### src/rtl/mccpu_hs.sv
// Multicycle MIPS-subset core with req/rdy memory handshake.
// FETCH/DECODE/EXEC/MEM/WB sequencing; memory may stall any access.
module mccpu_hs #(
   parameter int          NREG     = 32,
   parameter logic [31:0] RESET_PC = 32'h0000_3000
) (
   input  logic        clk,
   input  logic        rst,
   output logic        mem_req,
   output logic        mem_we,
   output logic [31:0] mem_addr,
   output logic [31:0] mem_wdata,
   input  logic [31:0] mem_rdata,
   input  logic        mem_rdy,
   output logic [31:0] instr,
   output logic [31:0] PC,
   output logic        retire,
   output logic        illegal,
   input  logic [4:0]  reg_sel,
   output logic [31:0] reg_data
);
   localparam int RW = $clog2(NREG);

   typedef enum logic [2:0] {
      S_FETCH, S_DECODE, S_EXEC, S_MEM, S_WB
   } state_t;

   state_t      r_state, w_nxt;
   logic        r_run;
   logic [31:0] r_pc, r_ir, r_a, r_b, r_alu, r_mdr;
   logic        r_ill;
   logic [31:0] r_gpr [NREG];

   logic [5:0]    w_op, w_fn;
   logic [RW-1:0] w_rs, w_rt, w_rd, w_dbg, w_wa;
   logic [31:0]   w_simm, w_zimm, w_rsv, w_rtv, w_alu, w_wd;
   logic          w_rt_op, w_xfer, w_we, w_take, w_legal;
   logic w_addu, w_subu, w_and, w_or, w_slt, w_sll, w_srl, w_jr;
   logic w_addiu, w_ori, w_lui, w_slti, w_lw, w_sw;
   logic w_beq, w_bne, w_j, w_jal, w_alu_op, w_short;

   assign w_op   = r_ir[31:26];
   assign w_fn   = r_ir[5:0];
   assign w_rs   = r_ir[21 +: RW];
   assign w_rt   = r_ir[16 +: RW];
   assign w_rd   = r_ir[11 +: RW];
   assign w_dbg  = reg_sel[RW-1:0];
   assign w_simm = {{16{r_ir[15]}}, r_ir[15:0]};
   assign w_zimm = {16'b0, r_ir[15:0]};

   assign w_rt_op = (w_op == 6'h00);
   assign w_addu  = w_rt_op && (w_fn == 6'h21);
   assign w_subu  = w_rt_op && (w_fn == 6'h23);
   assign w_and   = w_rt_op && (w_fn == 6'h24);
   assign w_or    = w_rt_op && (w_fn == 6'h25);
   assign w_slt   = w_rt_op && (w_fn == 6'h2A);
   assign w_sll   = w_rt_op && (w_fn == 6'h00);
   assign w_srl   = w_rt_op && (w_fn == 6'h02);
   assign w_jr    = w_rt_op && (w_fn == 6'h08);
   assign w_addiu = (w_op == 6'h09);
   assign w_ori   = (w_op == 6'h0D);
   assign w_lui   = (w_op == 6'h0F);
   assign w_slti  = (w_op == 6'h0A);
   assign w_lw    = (w_op == 6'h23);
   assign w_sw    = (w_op == 6'h2B);
   assign w_beq   = (w_op == 6'h04);
   assign w_bne   = (w_op == 6'h05);
   assign w_j     = (w_op == 6'h02);
   assign w_jal   = (w_op == 6'h03);

   assign w_alu_op = w_addu | w_subu | w_and | w_or | w_slt
                   | w_sll | w_srl | w_addiu | w_ori | w_lui | w_slti;
   assign w_legal  = w_alu_op | w_jr | w_lw | w_sw
                   | w_beq | w_bne | w_j | w_jal;
   // Instructions that finish in DECODE (illegal ones retire as NOPs)
   assign w_short  = w_j | w_jal | w_jr | !w_legal;

   assign w_rsv    = (w_rs == '0) ? '0 : r_gpr[w_rs];
   assign w_rtv    = (w_rt == '0) ? '0 : r_gpr[w_rt];
   assign reg_data = (w_dbg == '0) ? '0 : r_gpr[w_dbg];
   assign w_take   = (w_beq && (r_a == r_b)) || (w_bne && (r_a != r_b));
   assign w_xfer   = mem_req && mem_rdy;

   always_comb begin
      w_alu = '0;
      unique case (1'b1)
         w_addu:  w_alu = r_a + r_b;
         w_subu:  w_alu = r_a - r_b;
         w_and:   w_alu = r_a & r_b;
         w_or:    w_alu = r_a | r_b;
         w_slt:   w_alu = {31'b0, $signed(r_a) < $signed(r_b)};
         w_sll:   w_alu = r_b << r_ir[10:6];
         w_srl:   w_alu = r_b >> r_ir[10:6];
         w_addiu: w_alu = r_a + w_simm;
         w_ori:   w_alu = r_a | w_zimm;
         w_lui:   w_alu = {r_ir[15:0], 16'b0};
         w_slti:  w_alu = {31'b0, $signed(r_a) < $signed(w_simm)};
         default: w_alu = '0;
      endcase
   end

   always_ff @(posedge clk or negedge rst) begin
      if (!rst) begin
         r_state <= S_FETCH;
         r_run   <= 1'b0;
      end else begin
         r_state <= w_nxt;
         r_run   <= 1'b1;
      end
   end

   always_comb begin
      w_nxt = r_state;
      unique case (r_state)
         S_FETCH:  if (w_xfer) w_nxt = S_DECODE;
         S_DECODE: w_nxt = w_short ? S_FETCH : S_EXEC;
         S_EXEC: begin
            if (w_lw || w_sw)        w_nxt = S_MEM;
            else if (w_beq || w_bne) w_nxt = S_FETCH;
            else                     w_nxt = S_WB;
         end
         S_MEM:    if (w_xfer) w_nxt = w_sw ? S_FETCH : S_WB;
         S_WB:     w_nxt = S_FETCH;
         default:  w_nxt = S_FETCH;
      endcase
   end

   always_comb begin
      mem_req   = r_run && (r_state == S_FETCH || r_state == S_MEM);
      mem_we    = mem_req && (r_state == S_MEM) && w_sw;
      mem_addr  = (r_state == S_MEM) ? r_alu : r_pc;
      mem_addr[1:0] = 2'b00;
      mem_wdata = r_b;
      retire    = ((r_state == S_DECODE) && w_short)
               || ((r_state == S_EXEC) && (w_beq || w_bne))
               || ((r_state == S_MEM) && w_sw && w_xfer)
               || (r_state == S_WB);
   end

   always_ff @(posedge clk or negedge rst) begin
      if (!rst) begin
         r_pc  <= RESET_PC;
         r_ir  <= '0;
         r_a   <= '0;
         r_b   <= '0;
         r_alu <= '0;
         r_mdr <= '0;
         r_ill <= 1'b0;
      end else begin
         unique case (r_state)
            S_FETCH: if (w_xfer) begin
               r_ir <= mem_rdata;
               r_pc <= r_pc + 32'd4;
            end
            S_DECODE: begin
               r_a   <= w_rsv;
               r_b   <= w_rtv;
               r_alu <= r_pc + (w_simm << 2);
               if (w_j || w_jal) r_pc <= {r_pc[31:28], r_ir[25:0], 2'b00};
               else if (w_jr)    r_pc <= w_rsv;
               if (!w_legal)     r_ill <= 1'b1;
            end
            S_EXEC: begin
               if (w_lw || w_sw)  r_alu <= r_a + w_simm;
               else if (w_alu_op) r_alu <= w_alu;
               else if (w_take)   r_pc  <= r_alu;
            end
            S_MEM: if (w_xfer && w_lw) r_mdr <= mem_rdata;
            default: ;
         endcase
      end
   end

   assign w_we = ((r_state == S_DECODE) && w_jal) || (r_state == S_WB);
   assign w_wa = (r_state == S_DECODE) ? {RW{1'b1}}
               : (w_rt_op ? w_rd : w_rt);
   assign w_wd = (r_state == S_DECODE) ? r_pc : (w_lw ? r_mdr : r_alu);

   always_ff @(posedge clk or negedge rst) begin
      if (!rst) begin
         for (int i = 0; i < NREG; i++) r_gpr[i] <= '0;
      end else if (w_we && (w_wa != '0)) begin
         r_gpr[w_wa] <= w_wd;
      end
   end

   assign instr   = r_ir;
   assign PC      = r_pc;
   assign illegal = r_ill;
endmodule

### config.mk
export PLATFORM = sky130hd
export DESIGN_NAME = mccpu_hs
export DESIGN_NICKNAME = d
export VERILOG_FILES = /design/src/rtl/mccpu_hs.sv
export SDC_FILE = /design/constraint.sdc
export NUM_CORES = 2
export LEC_CHECK = 0
export BUFFER_PORTS_ARGS = -buffer_cell sky130_fd_sc_hd__buf_2
export CORE_MARGIN = 3
export CORE_UTILIZATION = 30
export CTS_CLUSTER_DIAMETER = 100
export CTS_CLUSTER_SIZE = 28
export DETAILED_ROUTE_END_ITERATION = 10
export HOLD_SLACK_MARGIN = 0.02
export SLEW_MARGIN = 20
export SYNTH_ARGS = -nofsm -noshare
export SYNTH_HDL_FRONTEND = slang
export SYNTH_SLANG_ARGS = --single-unit
### constraint.sdc
create_clock -name clk -period 9.2 [get_ports clk]
set_clock_uncertainty 0.05 [all_clocks]
set_input_delay 0.46 -clock clk [delete_from_list [all_inputs] [get_ports clk]]
set_output_delay 0.46 -clock clk [all_outputs]
set_load 0.02 [all_outputs]
==> flow_summary.toml <==
[run_status]
outcome = "finished clean"

[timing]
fmax_mhz = 199.4
period_share = 0.5450
fin_tns_setup_ps = 0
rsz0062_at_grt = "no"
slew-limit-headroom = 0.07603
max_slew.worst_pin.slew_ps = 1347
setup_viol = 0
final_max_slew_viol_count = 0
finalCriticalPeriod_ps = 5014
final_hold_viol_count = 0

[logic_synthesis]
muxShareOfSynthArea = 0.2796
synth_adder_area_share = 0.03192
yosysWarnings = 0
avgSynthCellArea_um2 = 10.21
synth_compound_area_frac = 0.1625
synth-xor-area-share = 0.009196
synthArstFlopShare = 1.000
synth-seq-cells = 1221
yosys.area_share.simple = 0.1032
synth_top_family_by_area = "multiplexers"
synth.yosys.seq_area_share = 0.3688
ys_types = 87
synth_area_um2 = 82860
synth_edf_count = 0
synth_cells = 8119
synth-main-ff-cell = "dfrtp_1"

[place]
dp_hpwl_um = 241500
dp_cells = 11390
portBuffers = 201
place_area_um2 = 87410
gp_congestion = 1.012

[routing]
dr.pass1.iters = 9
post_drt_wl_per_cell_um = 31.78
drt_iter0_drc = 10170
remaining_drc_errors = 0
wirelength_um = 366300
num_vias = 71690
routed_via_density = 6.219
ant_nets = 0

[layout]
final_cell_mix = "1305 x o21ai_0, 1260 x nand2_1, 1205 x dfrtp_1"
stdcell_area_um2 = 89690
layoutNonFillerInstCount = 11530
nets = 8050
syn_to_final_growth_pct = 8.241
drive_gt1_frac = 0.2011
final_util = 0.3269
final_common_cell = "o21ai_0"

[die]
die-area_um2 = 282600
core_area_um2 = 274300
fp.dieH_um = 531.6
die_w_um = 531.6
initial_core_util = 0.3020
fp-row-count = 192
io-pin-count = 204

[clock_network]
postCtsSetupRepairBufs = 0
htreeDepth = 2
clkSinkCount = 1221
clock_path_buffers = 3
cts_buffers = 57
root_buffer = "clkbuf_16"
insertion_delay_ps = 780
cts_tree = "done"
path_clk_slew_ps = 120
cts_resized = 0

[worst_setup_path]
arrival_ps = 5580
timing.rr.start = "instr[23]"
cp-start-kind = "flip-flop"
required_ps = 9760
crit_fanout = 47
path_class = "reg -> reg"
worstSetupStartpoint = "instr[23]"
endpoint_kind = "flip-flop"

[grt]
grt_first_pass_wirelength_um = 520100
antenna_found_initial = 21
track_usage = 0.2506
grt_max_degree = 161
grt_pass1_vias = 68730
grt_overflow = 0

[power_and_ir_drop]
vdd_drop_max_mv = 0.2611
p_leak_nw = 36.22
power.density_nw_per_um2 = 305.4

[hold_path]
min_path_type = "in -> reg"
hold_start = "mem_rdata[16]"

[job]
max-cap-violations = 0
-- through the flow --
step | total power, mW | hold WS [ps] | setup WS (ps)
floorplan | 17.54 | 114.4 | 4770
CTS | 26.91 | 21.70 | 4064
global route | 28.51 | 37.92 | 4073
detailed placement | 23.65 | 356.7 | 4097
global placement | 23.49 | 347.1 | 4167
finish | 27.39 | 62.35 | 4186
-- worst paths after layout --
| check | slack, ps | end | cells past startpoint |
|---|---|---|---|
| setup / recovery | 4190 | PC[22] | 9 |
| hold / removal | 60 | instr[16] | 2 |
| setup reg to reg | 4190 | PC[22] | 9 |
| hold reg to reg | 380 | r_gpr[1001] | 0 |
| max in group asynchronous | 6680 | instr[16] | 4 |
| min in group asynchronous | 220 | r_gpr[889] | 2 |
-- cell type report --
type,count,area [um2]
Inverter,146,549.3
Timing Repair Buffer,434,3073
Sequential cell,1221,30600
Multi-Input combinational cell,5941,49000
Tap cell,3686,4612
Fill cell,27880,184700
Clock inverter,19,332.8
Antenna cell,9,22.52
Clock buffer,71,1499
-- registers in the layout, summed over array words and instances (netlist names) --
| name | cells |
|---|---|
| instr | 32 |
| mem_wdata | 32 |
| r_mdr | 32 |
| illegal | 1 |
| r_alu | 32 |
| r_a | 32 |
| r_run | 1 |
| PC | 32 |
| r_gpr | 1024 |
| r_state | 3 |
-- logic make-up after synthesis --
group	count (synthesis)
XOR/XNOR	87
flip-flops	1221
multiplexers	1271
AO/OA/AOI/OAI	2358
buffers and inverters	958
adder cells (fa/ha/maj)	209
other	2
AND/OR/NAND/NOR	2013
-- cell usage after synthesis (13+ instances only) --
cell          n  share of area
a2111oi_0    13         0.0014
a211oi_1     41         0.0037
a21o_1       42         0.0038
a21oi_1     392          0.024
a221oi_1     51         0.0054
a22oi_1      27         0.0024
a31oi_1      33         0.0025
and3_1       25         0.0019
buf_1        97         0.0044
buf_2        42         0.0025
clkbuf_1    663          0.030
dfrtp_1    1219           0.37
ha_1        205          0.031
inv_1       143         0.0065
mux2_2      148          0.020
mux2i_1     303          0.037
mux4_2      820           0.22
nand2_1    1260          0.057
nand2b_1     22         0.0017
nand3_1      78         0.0047
nand4_1      29         0.0022
nor2_1      323          0.015
nor2b_1      31         0.0023
nor3_1       93         0.0056
nor3b_1      41         0.0037
nor4_1       20         0.0015
o211ai_1     29         0.0026
o21ai_0    1317          0.080
o21ai_1      43         0.0026
o21bai_1     25         0.0023
o221ai_1     81         0.0086
o22ai_1     131         0.0099
o31ai_1      18         0.0016
or2_2        36         0.0027
or3_1        17         0.0013
xnor2_1      69         0.0073
xor2_1       18         0.0019
-- worst max-delay path, stage by stage (launching register included) --
cell and delay, ps:
dfrtp_4 1050, or2_4 800, buf_4 730, o221ai_1 280
a21oi_1 250, nor3_1 110, o21ai_0 980, a22oi_1 150
a221oi_1 300, o21ai_1 100
-- per-layer routing --
metal	track usage	up-vias	wire length, um
li1	-	29540	-
met1	0.3349	36450	143100
met2	0.3744	4762	158900
met3	0.06716	921	42970
met4	0.1236	8	21340
met5	0	-	52
-- what timing repair did --
action | in CTS | in global routing
setup endpoints to repair | 0 | 0
hold buffers | 32 | 0
hold endpoints to repair | 167 | 0
-- report_power, final --
part           internal [mW]  leakage (nW)  switching [mW]
Clock                   1.28         0.874            2.00
Combinational           5.42          18.5            10.3
Sequential              6.42          16.8            2.02
No activity file was read; power rests on OpenSTA's default activity.
